`config.mk`:
```
export PLATFORM = sky130hd
export DESIGN_NAME = uart_tx
export DESIGN_NICKNAME = d
export VERILOG_FILES = /design/src/rtl/uart_tx.sv
export SDC_FILE = /design/constraint.sdc
export NUM_CORES = 1
export LEC_CHECK = 0
export BUFFER_PORTS_ARGS = -buffer_cell sky130_fd_sc_hd__clkbuf_2
export CORE_MARGIN = 4
export CORE_UTILIZATION = 55
export CTS_CLUSTER_DIAMETER = 120
export DETAILED_ROUTE_END_ITERATION = 12
export PLACE_DENSITY = 0.78
export SETUP_SLACK_MARGIN = 0.3
export SYNTH_ARGS = -nofsm -noshare
export SYNTH_HDL_FRONTEND = slang
export SYNTH_SLANG_ARGS = --single-unit
```
`constraint.sdc`:
```
create_clock -name i_clk -period 4.46 [get_ports i_clk]
set_clock_uncertainty 0.2 [all_clocks]
set_input_delay 0.446 -clock i_clk [delete_from_list [all_inputs] [get_ports i_clk]]
set_output_delay 0.446 -clock i_clk [all_outputs]
set_load 0.05 [all_outputs]
```
`src/rtl/uart_tx.sv`:
```
// uart_tx: parameterised UART transmitter.
// Frame = start bit, LSB-first data, optional parity, one or more stop bits.
// Every bit slot lasts exactly 2*p_BITSLOT_HALF_PERIOD clock cycles.
// o_ready is registered and rises in the last cycle of the final stop bit,
// so a word offered then starts the next frame with no idle gap.
module uart_tx #(
    parameter int p_BITSLOT_HALF_PERIOD = 1,
    parameter int p_DATA_BITS           = 8,
    parameter int p_STOP_BITS           = 1,
    parameter int p_PARITY              = 0   // 0 = none, 1 = odd, 2 = even
) (
    input  logic                   i_clk,
    input  logic                   i_rst_n,
    input  logic [p_DATA_BITS-1:0] i_data,
    input  logic                   i_valid,
    output logic                   o_ready,
    output logic                   o_tx,
    output logic                   o_busy
);

    localparam int BIT_CYC = 2 * p_BITSLOT_HALF_PERIOD;
    localparam int CNT_W   = $clog2(BIT_CYC);
    localparam int IDX_W   = 4;

    localparam logic [CNT_W-1:0] CNT_LAST     = CNT_W'(BIT_CYC - 1);
    localparam logic [CNT_W-1:0] CNT_PRE_LAST = CNT_W'(BIT_CYC - 2);
    localparam logic [IDX_W-1:0] DATA_LAST    = IDX_W'(p_DATA_BITS - 1);
    localparam logic [IDX_W-1:0] STOP_LAST    = IDX_W'(p_STOP_BITS - 1);
    localparam logic             PAR_ODD      = (p_PARITY == 1);

    typedef enum logic [2:0] {
        S_IDLE,
        S_START,
        S_DATA,
        S_PARITY,
        S_STOP
    } state_t;

    state_t                 state;
    logic [CNT_W-1:0]       cnt;      // cycle within the current bit slot
    logic [IDX_W-1:0]       bit_idx;  // data bit or stop bit index
    logic [p_DATA_BITS-1:0] shreg;
    logic                   par_bit;

    logic take;
    logic bit_end;

    assign take    = i_valid && o_ready;
    assign bit_end = (cnt == CNT_LAST);

    // Frame sequencer: state, bit timing, shift register and all registered outputs.
    always_ff @(posedge i_clk or negedge i_rst_n) begin
        if (!i_rst_n) begin
            state   <= S_IDLE;
            cnt     <= '0;
            bit_idx <= '0;
            // NOTE: the datapath is reset as well, so an aborted frame leaves no stale word behind.
            shreg   <= '0;
            par_bit <= 1'b0;
            o_tx    <= 1'b1;
            o_ready <= 1'b0;
            o_busy  <= 1'b0;
        end else begin
            // NOTE: non-blocking assignments keep every register reading pre-edge values.
            case (state)
                S_IDLE: begin
                    o_tx    <= 1'b1;
                    o_busy  <= 1'b0;
                    o_ready <= 1'b1;
                    cnt     <= '0;
                    bit_idx <= '0;
                    if (take) begin
                        state   <= S_START;
                        shreg   <= i_data;
                        par_bit <= (^i_data) ^ PAR_ODD;
                        o_tx    <= 1'b0;
                        o_busy  <= 1'b1;
                        o_ready <= 1'b0;
                    end
                end

                S_START: begin
                    if (bit_end) begin
                        state   <= S_DATA;
                        cnt     <= '0;
                        bit_idx <= '0;
                        o_tx    <= shreg[0];
                        shreg   <= shreg >> 1;
                    end else begin
                        cnt <= cnt + 1'b1;
                    end
                end

                S_DATA: begin
                    if (bit_end) begin
                        cnt <= '0;
                        if (bit_idx == DATA_LAST) begin
                            bit_idx <= '0;
                            if (p_PARITY != 0) begin
                                state <= S_PARITY;
                                o_tx  <= par_bit;
                            end else begin
                                state <= S_STOP;
                                o_tx  <= 1'b1;
                            end
                        end else begin
                            bit_idx <= bit_idx + 1'b1;
                            o_tx    <= shreg[0];
                            shreg   <= shreg >> 1;
                        end
                    end else begin
                        cnt <= cnt + 1'b1;
                    end
                end

                S_PARITY: begin
                    if (bit_end) begin
                        state   <= S_STOP;
                        cnt     <= '0;
                        bit_idx <= '0;
                        o_tx    <= 1'b1;
                    end else begin
                        cnt <= cnt + 1'b1;
                    end
                end

                S_STOP: begin
                    if (bit_end) begin
                        cnt <= '0;
                        if (bit_idx == STOP_LAST) begin
                            bit_idx <= '0;
                            if (take) begin
                                // Back-to-back: next start bit follows immediately.
                                state   <= S_START;
                                shreg   <= i_data;
                                par_bit <= (^i_data) ^ PAR_ODD;
                                o_tx    <= 1'b0;
                                o_ready <= 1'b0;
                            end else begin
                                state   <= S_IDLE;
                                o_tx    <= 1'b1;
                                o_busy  <= 1'b0;
                                o_ready <= 1'b1;
                            end
                        end else begin
                            bit_idx <= bit_idx + 1'b1;
                        end
                    end else begin
                        cnt     <= cnt + 1'b1;
                        // Raise ready so it is high exactly in the last cycle of the final stop bit.
                        o_ready <= (bit_idx == STOP_LAST) && (cnt == CNT_PRE_LAST);
                    end
                end

                default: begin
                    state <= S_IDLE;
                end
            endcase
        end
    end

endmodule

```
==> metrics.txt <==
drt wl/cell=around 14 um; first-pass GRT wire length=~3.6 mm; synthesis-stage register bit count=19; status=finished clean; synth warn=0; peak fanout along the critical path=14; most common flop cell mapped by yosys=dfrtp_1; VDD IR-drop max=471 uV; Worst Tran Pin Value=0.625 ns; Clock power frac=9.5%; port buffer count=13; Clock Tree Buf Depth=2; Pre-Repair DR Iteration Count=4; critical path's slowest cell=a32oi_2; post-synthesis cell count=104; initial antenna violation count=0; post-synth net total=117; drt via density=5.49; P_int=approximately 0.52 mW; CP endpoint kind=register; Syn Std Cell Area=between 1000 and 1500 sq um; met3 WL=just over 50 um; Max Cap Violations=0; DRT Wirelength=~2.0 mm; Post-synth ARST share=between 90% and 100%; crit-path max cell delay=approximately 0.54 ns; Net Sw Frac=41.5%; Mapped Avg Cell Area=10.7 sq um; Die ar.=2810 sq um; clk sinks=19; CP Buf/Inv Count=0; FMAX=roughly 0.42 GHz; vias in the first global route=roughly 800; CP Cell Sequence=and2b_1 > nand4_1 > a32oi_2 > mux2_2; Ant. Diodes=0; WP data required=around 4.5 ns; Clk Latency, worst-skew pair=between 0.2 and 0.3 ns; Hold Path Class=in -> reg; hold slack=between 0.2 and 0.3 ns; Fin Setup TNS=0 ns; final setup vio count=0; Seq/Total Area, Yosys=a little over two fifths; total gr overflow=0; Power Dens Cells=about 740 nW/um^2; I/O pin total=14; pin count of the biggest net entering global routing=20; Iteration-0 DRC Markers=8; Comb pwr share=a little over half; Min Clock Period, post-route=2.37 ns; clock root buffer=clkbuf_4; CTS buffer count=3; critical path class=reg -> reg; kind of start point of the critical path=register; ANT nets after route=0; Row Count=16; H-tree depth=1; Reg2Reg Setup Slack=between 2 and 2.5 ns; DIE WIDTH=53.0 um; final worst-path cycle share=between 50% and 60%; hpwl dp=approximately 1.5 mm; share of layout cells above drive strength 1=between 30% and 40%; core area=about 2000 sq um; commonest non-fill, non-tap cells in the layout=dfrtp_1 (18), mux2_2 (16), clkbuf_2 (13), nand2_1 (10), a21oi_1 (8); Sw Pwr=0.371 mW; GP Congestion=0.892; Final #Nets=roughly 130; clock slew at reported path FFs=around 0.10 ns; Die Y=~53 um; Leakage=~0.52 nW; Core Util, Final=62.0%; slew margin rel.=58.2%; unrepaired setup endpoints after global routing=false; via count=between 700 and 800; Initial Util=around 57%; DRT met1 WL=960 um; area delta synth->final=8.21%; Hold Vio Cnt, Final=0; commonest non-fill, non-tap cell in the layout=dfrtp_1; TritonCTS clock tree=built; WP data arrival=about 2.4 ns; CP top delay family=simple AND/OR/NAND/NOR gates; EDFF count, synth=0; synth unique cells=37; Final Max Slew Viols=0; Post-route DRC=0; Seq pwr share=a little over a third; Max Used Layer=met4; gr usage total=approximately 17%; routed length on met2=roughly 940 um
## metal layers
layer,global-route usage (%),up-vias
li1,-,401
met5,0,-
met2,26.9,10
met4,5.11,0
met3,3.38,2
met1,24.5,383
## power groups by stage
| stage | Sequential (mW) | Clock (mW) | Combinational [mW] |
|---|---|---|---|
| detailed placement | 0.325 | 0 | 0.491 |
| finish | 0.323 | 0.0851 | 0.487 |
| global placement | 0.320 | 0 | 0.478 |
| global route | 0.339 | 0.0985 | 0.542 |
| CTS | 0.322 | 0.0878 | 0.492 |
| floorplan | 0.335 | 0 | 0.417 |
## cells by family after synthesis
group | synth area share [%]
compound gates | 14.9
mux | 17.1
fa+ha+maj | 3.26
xor+xnor | 1.58
buf+inv | 5.62
flops | 42.9
simple gates | 14.7
## final timing paths
| kind | from | end | cells after the start |
|---|---|---|---|
| worst max register to register | state[2]$_DFFE_PN0P_ | shreg[7]$_DFFE_PN0P_ | 4 |
| worst min-delay path | i_valid | state[0]$_DFFE_PN0P_ | 3 |
| min in group asynchronous | i_rst_n | state[1]$_DFFE_PN0P_ | 2 |
| worst max-delay path | state[2]$_DFFE_PN0P_ | shreg[7]$_DFFE_PN0P_ | 4 |
| max in group asynchronous | i_rst_n | o_tx$_DFFE_PN1P_ | 2 |
| worst min register to register | shreg[2]$_DFFE_PN0P_ | shreg[2]$_DFFE_PN0P_ | 1 |
## worst min-delay path, cell delays in order
cell	delay, ns
clkbuf_2	0.09
nand3_1	0.11
o32ai_1	0.08
## cell usage after synthesis, types with 2 or more instances
master	count	area share (%)
dfrtp_1	18	40
nor2_1	4	1.3
nand2_1	10	3.4
buf_6	2	2.0
nand4_1	2	1.1
o21ai_0	6	2.7
xnor2_1	2	1.6
nand3_1	3	1.3
a21oi_1	8	3.6
nor2b_1	2	1.1
mux2_2	16	16
inv_1	5	1.7
ha_1	2	2.2
## final cells by class
class                   instances  area (sq um)
multi-input cells              76           573
well taps                      27          33.8
clock buffers                   4          26.3
fillers                       162           738
flip-flops and latches         19           477
repair buffers                 14          75.1
inverters                       5          18.8
## per-stage QoR
stage          setup slack (ns)  total power [mW]  instances  instance area (sq um)
4_1_cts                    2.08             0.902        145                   1200
2_1_floorplan              2.32             0.752        104                   1110
3_3_place_gp               2.18             0.798        140                   1170
3_5_place_dp               2.09             0.816        140                   1170
5_1_grt                    1.90             0.979        145                   1200
6_report                   2.09             0.895        145                   1200
## sequential cells by signal, indices dropped and copies added, names as in the netlist
| name | cells |
|---|---|
| bit_end | 1 |
| bit_idx | 4 |
| o_busy | 1 |
| o_ready | 1 |
| o_tx | 1 |
| shreg | 8 |
| state | 3 |
## timing repair
item	CTS	global route
resized for setup	0	0
setup buffers	0	0
endpoints found under the hold margin	18	0
hold buffers	1	0
Note: power is estimated with default switching activity, not from simulation.
